### src/rtl/goldschmidt_ctrl_if.sv
// Control bundle between the Goldschmidt sequencer and its requester/datapath.
interface goldschmidt_ctrl_if #(
  parameter int unsigned IW = 3
);

  logic          start;
  logic [IW-1:0] iter_cnt;
  logic          busy;
  logic          done;
  logic [1:0]    sel_ND_mux;
  logic          sel_K_mux;
  logic          load_regN;
  logic          load_regD;
  logic [2:0]    step;

  // Requester side: issues start and iteration count, observes control.
  modport master (
    output start,
    output iter_cnt,
    input  busy,
    input  done,
    input  sel_ND_mux,
    input  sel_K_mux,
    input  load_regN,
    input  load_regD,
    input  step
  );

  // Sequencer side.
  modport slave (
    input  start,
    input  iter_cnt,
    output busy,
    output done,
    output sel_ND_mux,
    output sel_K_mux,
    output load_regN,
    output load_regD,
    output step
  );

endinterface

### src/rtl/goldschmidt_ctrl.sv
// Sequencing FSM for the Goldschmidt divider datapath: one scaling pass
// (N*IA, D*IA) followed by a programmable number of refinement iterations
// (regN*K, regD*K), each multiply step held MUL_LAT cycles.
module goldschmidt_ctrl #(
  parameter int unsigned MUL_LAT  = 1,
  parameter int unsigned MAX_ITER = 7,
  parameter int unsigned IW       = 3
) (
  input  logic              clk,
  input  logic              reset,
  goldschmidt_ctrl_if.slave bus
);

  localparam int unsigned SW = 3;
  localparam int unsigned HW = (MUL_LAT > 1) ? $clog2(MUL_LAT) : 1;

  localparam logic [SW-1:0] S_IDLE   = 3'b000;
  localparam logic [SW-1:0] S_INIT_N = 3'b001;
  localparam logic [SW-1:0] S_INIT_D = 3'b010;
  localparam logic [SW-1:0] S_ITER_N = 3'b011;
  localparam logic [SW-1:0] S_ITER_D = 3'b100;
  localparam logic [SW-1:0] S_DONE   = 3'b101;

  localparam logic [HW-1:0] HOLD_LAST = HW'(MUL_LAT - 1);
  localparam logic [IW-1:0] ITER_MIN  = IW'(1);
  localparam logic [IW-1:0] ITER_MAX  = IW'(MAX_ITER);

  localparam logic [1:0] SEL_N    = 2'b00;
  localparam logic [1:0] SEL_D    = 2'b01;
  localparam logic [1:0] SEL_RN   = 2'b10;
  localparam logic [1:0] SEL_RD   = 2'b11;

  logic [SW-1:0] state;
  logic [SW-1:0] state_nxt;
  logic [HW-1:0] hold;
  logic [HW-1:0] hold_nxt;
  logic [IW-1:0] iter_rem;
  logic [IW-1:0] iter_rem_nxt;
  logic [IW-1:0] iter_eff;
  logic          step_last;

  logic          busy_nxt;
  logic          done_nxt;
  logic [1:0]    sel_nd_nxt;
  logic          sel_k_nxt;
  logic          load_n_nxt;
  logic          load_d_nxt;
  logic          load_slot_nxt;

  assign step_last = (hold == HOLD_LAST);

  // Effective iteration count: zero behaves as one, large values clamp.
  always_comb begin
    iter_eff = bus.iter_cnt;
    if (bus.iter_cnt == '0) begin
      iter_eff = ITER_MIN;
    end else if (bus.iter_cnt > ITER_MAX) begin
      iter_eff = ITER_MAX;
    end
  end

  // Next state, hold/iteration counters, and next-cycle control outputs.
  always_comb begin
    state_nxt     = state;
    hold_nxt      = hold;
    iter_rem_nxt  = iter_rem;
    busy_nxt      = 1'b0;
    done_nxt      = 1'b0;
    sel_nd_nxt    = SEL_N;
    sel_k_nxt     = 1'b0;
    load_n_nxt    = 1'b0;
    load_d_nxt    = 1'b0;
    load_slot_nxt = 1'b0;

    case (state)
      S_IDLE: begin
        if (bus.start) begin
          state_nxt    = S_INIT_N;
          hold_nxt     = '0;
          iter_rem_nxt = iter_eff;
        end
      end
      S_INIT_N: begin
        if (step_last) begin
          state_nxt = S_INIT_D;
          hold_nxt  = '0;
        end else begin
          hold_nxt  = hold + HW'(1);
        end
      end
      S_INIT_D: begin
        if (step_last) begin
          state_nxt = S_ITER_N;
          hold_nxt  = '0;
        end else begin
          hold_nxt  = hold + HW'(1);
        end
      end
      S_ITER_N: begin
        if (step_last) begin
          state_nxt = S_ITER_D;
          hold_nxt  = '0;
        end else begin
          hold_nxt  = hold + HW'(1);
        end
      end
      S_ITER_D: begin
        if (step_last) begin
          hold_nxt     = '0;
          iter_rem_nxt = iter_rem - IW'(1);
          state_nxt    = (iter_rem > ITER_MIN) ? S_ITER_N : S_DONE;
        end else begin
          hold_nxt     = hold + HW'(1);
        end
      end
      S_DONE: begin
        state_nxt = S_IDLE;
      end
      default: begin
        state_nxt    = S_IDLE;
        hold_nxt     = '0;
        iter_rem_nxt = '0;
      end
    endcase

    // Loads fire only in the final hold cycle of the upcoming step.
    load_slot_nxt = (hold_nxt == HOLD_LAST);

    case (state_nxt)
      S_INIT_N: begin
        busy_nxt   = 1'b1;
        sel_nd_nxt = SEL_N;
        load_n_nxt = load_slot_nxt;
      end
      S_INIT_D: begin
        busy_nxt   = 1'b1;
        sel_nd_nxt = SEL_D;
        load_d_nxt = load_slot_nxt;
      end
      S_ITER_N: begin
        busy_nxt   = 1'b1;
        sel_nd_nxt = SEL_RN;
        sel_k_nxt  = 1'b1;
        load_n_nxt = load_slot_nxt;
      end
      S_ITER_D: begin
        busy_nxt   = 1'b1;
        sel_nd_nxt = SEL_RD;
        sel_k_nxt  = 1'b1;
        load_d_nxt = load_slot_nxt;
      end
      S_DONE: begin
        done_nxt = 1'b1;
      end
      default: begin
        busy_nxt = 1'b0;
      end
    endcase
  end

  // State and counter registers.
  always_ff @(posedge clk or negedge reset) begin
    if (!reset) begin
      state    <= S_IDLE;
      hold     <= '0;
      iter_rem <= '0;
    end else begin
      state    <= state_nxt;
      hold     <= hold_nxt;
      iter_rem <= iter_rem_nxt;
    end
  end

  // Registered control outputs, aligned with the state they decode.
  always_ff @(posedge clk or negedge reset) begin
    if (!reset) begin
      bus.busy       <= 1'b0;
      bus.done       <= 1'b0;
      bus.sel_ND_mux <= SEL_N;
      bus.sel_K_mux  <= 1'b0;
      bus.load_regN  <= 1'b0;
      bus.load_regD  <= 1'b0;
      bus.step       <= S_IDLE;
    end else begin
      bus.busy       <= busy_nxt;
      bus.done       <= done_nxt;
      bus.sel_ND_mux <= sel_nd_nxt;
      bus.sel_K_mux  <= sel_k_nxt;
      bus.load_regN  <= load_n_nxt;
      bus.load_regD  <= load_d_nxt;
      bus.step       <= state_nxt;
    end
  end

endmodule

### src/flat_wrapper.sv
// flat-port wrapper written by rule: the top's interface ports become plain ports
module goldschmidt_ctrl_flat 
#(
  parameter int unsigned MUL_LAT  = 1,
  parameter int unsigned MAX_ITER = 7,
  parameter int unsigned IW       = 3
)
  (clk, reset, bus_start, bus_iter_cnt, bus_busy, bus_done, bus_sel_ND_mux, bus_sel_K_mux, bus_load_regN, bus_load_regD, bus_step);
  goldschmidt_ctrl_if #(.IW(IW)) bus_i ();
  input  logic clk;
  input  logic reset;
  input wire logic [$bits(bus_i.start)-1:0] bus_start;
  input wire logic [$bits(bus_i.iter_cnt)-1:0] bus_iter_cnt;
  output wire logic [$bits(bus_i.busy)-1:0] bus_busy;
  output wire logic [$bits(bus_i.done)-1:0] bus_done;
  output wire logic [$bits(bus_i.sel_ND_mux)-1:0] bus_sel_ND_mux;
  output wire logic [$bits(bus_i.sel_K_mux)-1:0] bus_sel_K_mux;
  output wire logic [$bits(bus_i.load_regN)-1:0] bus_load_regN;
  output wire logic [$bits(bus_i.load_regD)-1:0] bus_load_regD;
  output wire logic [$bits(bus_i.step)-1:0] bus_step;
  assign bus_i.start = bus_start;
  assign bus_i.iter_cnt = bus_iter_cnt;
  assign bus_busy = bus_i.busy;
  assign bus_done = bus_i.done;
  assign bus_sel_ND_mux = bus_i.sel_ND_mux;
  assign bus_sel_K_mux = bus_i.sel_K_mux;
  assign bus_load_regN = bus_i.load_regN;
  assign bus_load_regD = bus_i.load_regD;
  assign bus_step = bus_i.step;
  goldschmidt_ctrl #(.MUL_LAT(MUL_LAT), .MAX_ITER(MAX_ITER), .IW(IW)) u_core (.clk(clk), .reset(reset), .bus(bus_i));
endmodule
### config.mk
export PLATFORM = sky130hd
export DESIGN_NAME = goldschmidt_ctrl_flat
export DESIGN_NICKNAME = d
export VERILOG_FILES = /design/src/rtl/goldschmidt_ctrl_if.sv /design/src/rtl/goldschmidt_ctrl.sv /design/src/flat_wrapper.sv
export SDC_FILE = /design/constraint.sdc
export NUM_CORES = 1
export LEC_CHECK = 0
export ABC_AREA = 0
export CAP_MARGIN = 15
export CELL_PAD_IN_SITES_DETAIL_PLACEMENT = 0
export CELL_PAD_IN_SITES_GLOBAL_PLACEMENT = 1
export CORE_MARGIN = 5
export CORE_UTILIZATION = 40
export CTS_BUF_LIST = sky130_fd_sc_hd__clkbuf_4 sky130_fd_sc_hd__clkbuf_8
export DETAILED_ROUTE_END_ITERATION = 8
export PLACE_DENSITY = 0.86
export SETUP_SLACK_MARGIN = 0.4
export SLEW_MARGIN = 20
export SYNTH_ARGS = -nofsm -noshare
export SYNTH_HDL_FRONTEND = slang
export SYNTH_SLANG_ARGS = --single-unit
### constraint.sdc
create_clock -name clk -period 1.7 [get_ports clk]
set_clock_uncertainty 0.2 [all_clocks]
set_input_delay 0.425 -clock clk [delete_from_list [all_inputs] [get_ports clk]]
set_output_delay 0.425 -clock clk [all_outputs]
set_load 0.02 [all_outputs]
==> impl_metrics.json <==
{
  "outcome": "finished, final reports clean",
  "yosys-top-cells-count": "dfrtp_1, inv_1, nand2b_1, nor2b_1, nor2_1",
  "wirelength_um": 1870,
  "cp_cell_sequence": "buf_6, nor4b_4, buf_4, nor2b_1, a22o_1",
  "cp-start-kind": "flop",
  "syn_area_per_cell_um2": 10.3,
  "power_frac_seq_pct": 22.4,
  "cts_tree": "yes",
  "relSlewSlack_pct": 81.6,
  "numCtsBuffers": 3,
  "antenna_found_initial": 0,
  "end_kind": "flop",
  "core_um2": 1940,
  "vias": 686,
  "clk_latency_ps": 270,
  "syn-instance-count": 78,
  "port_buffers": 15,
  "setup_viol": 0,
  "worstMarginPinSlew_ps": 275,
  "async_flop_share_pct": 100,
  "synth.top_cells.by_area": "dfrtp_1, nand2b_1, nor2b_1",
  "ys_warn_count": 0,
  "cp.arrival_ps": 1540,
  "period_needed_ps": 1570,
  "viasPerCell": 4.97,
  "synth_top_area_cell": "dfrtp_1",
  "yosysMostFrequentCell": "dfrtp_1",
  "netlist_area_um2": 800,
  "drv_cap": 0,
  "grt_usage_pct": 14.4,
  "crit_fanout": 4,
  "drive_gt1_share_pct": 54.1,
  "hpwl_um": 1250,
  "gp_congestion": 0.701,
  "grt_pass1_vias": 713,
  "drtPass1Iterations": 4,
  "wl_per_cell_um": 13.6,
  "num_rows": 16,
  "initial_core_util_pct": 41.2,
  "fin_util_pct": 64.7,
  "detail-route-antenna-nets": 0,
  "ir_worst_vdd_uv": 1410,
  "max_freq_mhz": 636,
  "cp.required_ps": 1670,
  "antenna_cells": 0,
  "swShare_pct": 40.4,
  "clock_path_buffers": 2,
  "rsz0062_at_grt": "true",
  "grt_max_degree": 17,
  "ys.flop_type": "dfrtp_1",
  "grt_pass1_wl_um": 3010,
  "p_sw_mw": 1.01,
  "p_int_mw": 1.49,
  "p_per_area_nw_per_um2": 1990,
  "cts.reportedPaths.clkPinSlew_ps": 80,
  "hold_class": "input pin to async pin",
  "cts_root_buf": "clkbuf_4",
  "synth-seq-cells": 13,
  "hold_violations": 0,
  "synth_edf_count": 0,
  "synthDominantCellAreaShare_pct": 40.7,
  "postCtsHoldBufs": 0,
  "critical_path.max_stage_delay_ps": 430,
  "slew_violations": 0,
  "clock_sinks": 13,
  "syn2layout_area_growth_pct": 57.1,
  "nets": 120,
  "critical_path_class": "flop to flop",
  "dieArea_um2": 2990,
  "p_clk_share_pct": 8.1,
  "die_w_um": 54.7,
  "p_leak_nw": 0.572,
  "htreeDepth": 1,
  "synth.distinct_cells": 36,
  "comb_power_share_pct": 69.5,
  "die_h_um": 54.7,
  "route.detailed.drc": 0,
  "syn-num-nets": 86,
  "synth.yosys.seq_area_share_pct": 40.7,
  "dp_worst_setup_slack_ps": -183,
  "globalRoute.totalOverflow": 0,
  "io_pins": 16,
  "setup_ws_ps": 128,
  "drtIter0Drc": 6,
  "finalCritPeriodShare_pct": 92.5,
  "cp_slowest_cell": "dfrtp_2"
}
path summary, 6_finish.rpt:
check                                    from                  to  slack, ps  depth (start not counted)
hold / removal                          reset     u_core.state[2]        160                          1
max in group asynchronous               reset  u_core.iter_rem[0]        760                          2
setup / recovery              u_core.state[0]  u_core.iter_rem[2]        130                          5
setup reg to reg              u_core.state[0]  u_core.iter_rem[2]        130                          5
hold reg to reg            u_core.iter_rem[1]  u_core.iter_rem[1]        370                          2
min in group clk           u_core.iter_rem[1]  u_core.iter_rem[1]        370                          2
power groups by stage:
stage | sequential [mW] | clock [mW] | combinational, mW
after floorplan | 0.687 | 0 | 0.796
after global placement | 0.537 | 0 | 1.33
after global routing | 0.580 | 0.228 | 1.88
final | 0.561 | 0.203 | 1.74
after detailed placement | 0.540 | 0 | 1.36
after CTS | 0.555 | 0.210 | 1.60
worst max-delay path: cells and delay by family, from the launching register on:
family	cells	cell delay, ps
DFF	1	430
and+or+nand+nor	2	360
buffers and inverters	2	300
AOI/OAI and AO/OA	1	170
placed cells by master (no fill, tap or decap), types with 2 or more instances in the layout:
| cell type | Yosys | routed |
|---|---|---|
| buf_4 | 3 | 16 |
| buf_6 | 2 | 12 |
| dfrtp_1 | 13 | 9 |
| inv_1 | 6 | 5 |
| nand2b_1 | 5 | 4 |
| nor2b_1 | 5 | 4 |
| clkbuf_4 | 0 | 4 |
| clkdlybuf4s50_1 | 0 | 4 |
| dfrtp_2 | 0 | 4 |
| nor2_1 | 4 | 3 |
| nor3_2 | 0 | 3 |
| a21oi_1 | 2 | 2 |
| o21ai_1 | 0 | 2 |
| a22o_1 | 2 | 2 |
| mux2i_1 | 2 | 2 |
logic make-up after synthesis:
kind of cell | share of synthesized area (%)
simple gates | 24.3
buf+inv | 9.08
flops | 40.7
xor+xnor | 2.03
compound gates | 18.3
mux | 2.50
fa+ha+maj | 3.13
metrics by stage:
step	power, mW	area [µm²]	setup TNS, ps	cells	hold WS, ps
CTS	2.36	1190	0	136	158
floorplan	1.48	848	0	78	-70.6
finish	2.51	1260	0	138	163
global route	2.68	1260	0	138	156
global placement	1.87	1050	-505	122	395
detailed placement	1.90	1050	-639	122	406
final cells by class:
| cell class | count | area, µm² |
|---|---|---|
| Sequential cell | 13 | 330 |
| Clock buffer | 4 | 30.0 |
| Timing Repair Buffer | 35 | 329 |
| Tap cell | 27 | 33.8 |
| Multi-Input combinational cell | 53 | 510 |
| Inverter | 6 | 22.5 |
| Fill cell | 154 | 686 |
routing by layer:
metal	wire [µm]	global-route usage (%)	vias to the layer above	part of all wire (%)
li1	-	-	339	-
met1	793	16.5	334	42
met2	999	25.2	11	53
met3	59	4.09	2	3.2
met4	21	4.98	0	1.1
met5	0	0	-	0
sequential cells by signal (all words and copies together) (netlist names):
name                   cells
u_core.bus.sel_ND_mux      1
u_core.bus.load_regN       1
u_core.hold                1
u_core.bus.done            1
u_core.bus.load_regD       1
u_core.state               3
u_core.bus.busy            1
u_core.iter_rem            3
u_core.bus.sel_K_mux       1
timing repair:
action,4_1_cts,5_1_grt
setup endpoints to repair,23,23
pin swaps,11,3
gates cloned,0,0
gates resized for setup,66,11
setup buffers,10,2
endpoints found under the hold margin,0,0
Power figures use the tool's default switching activity.
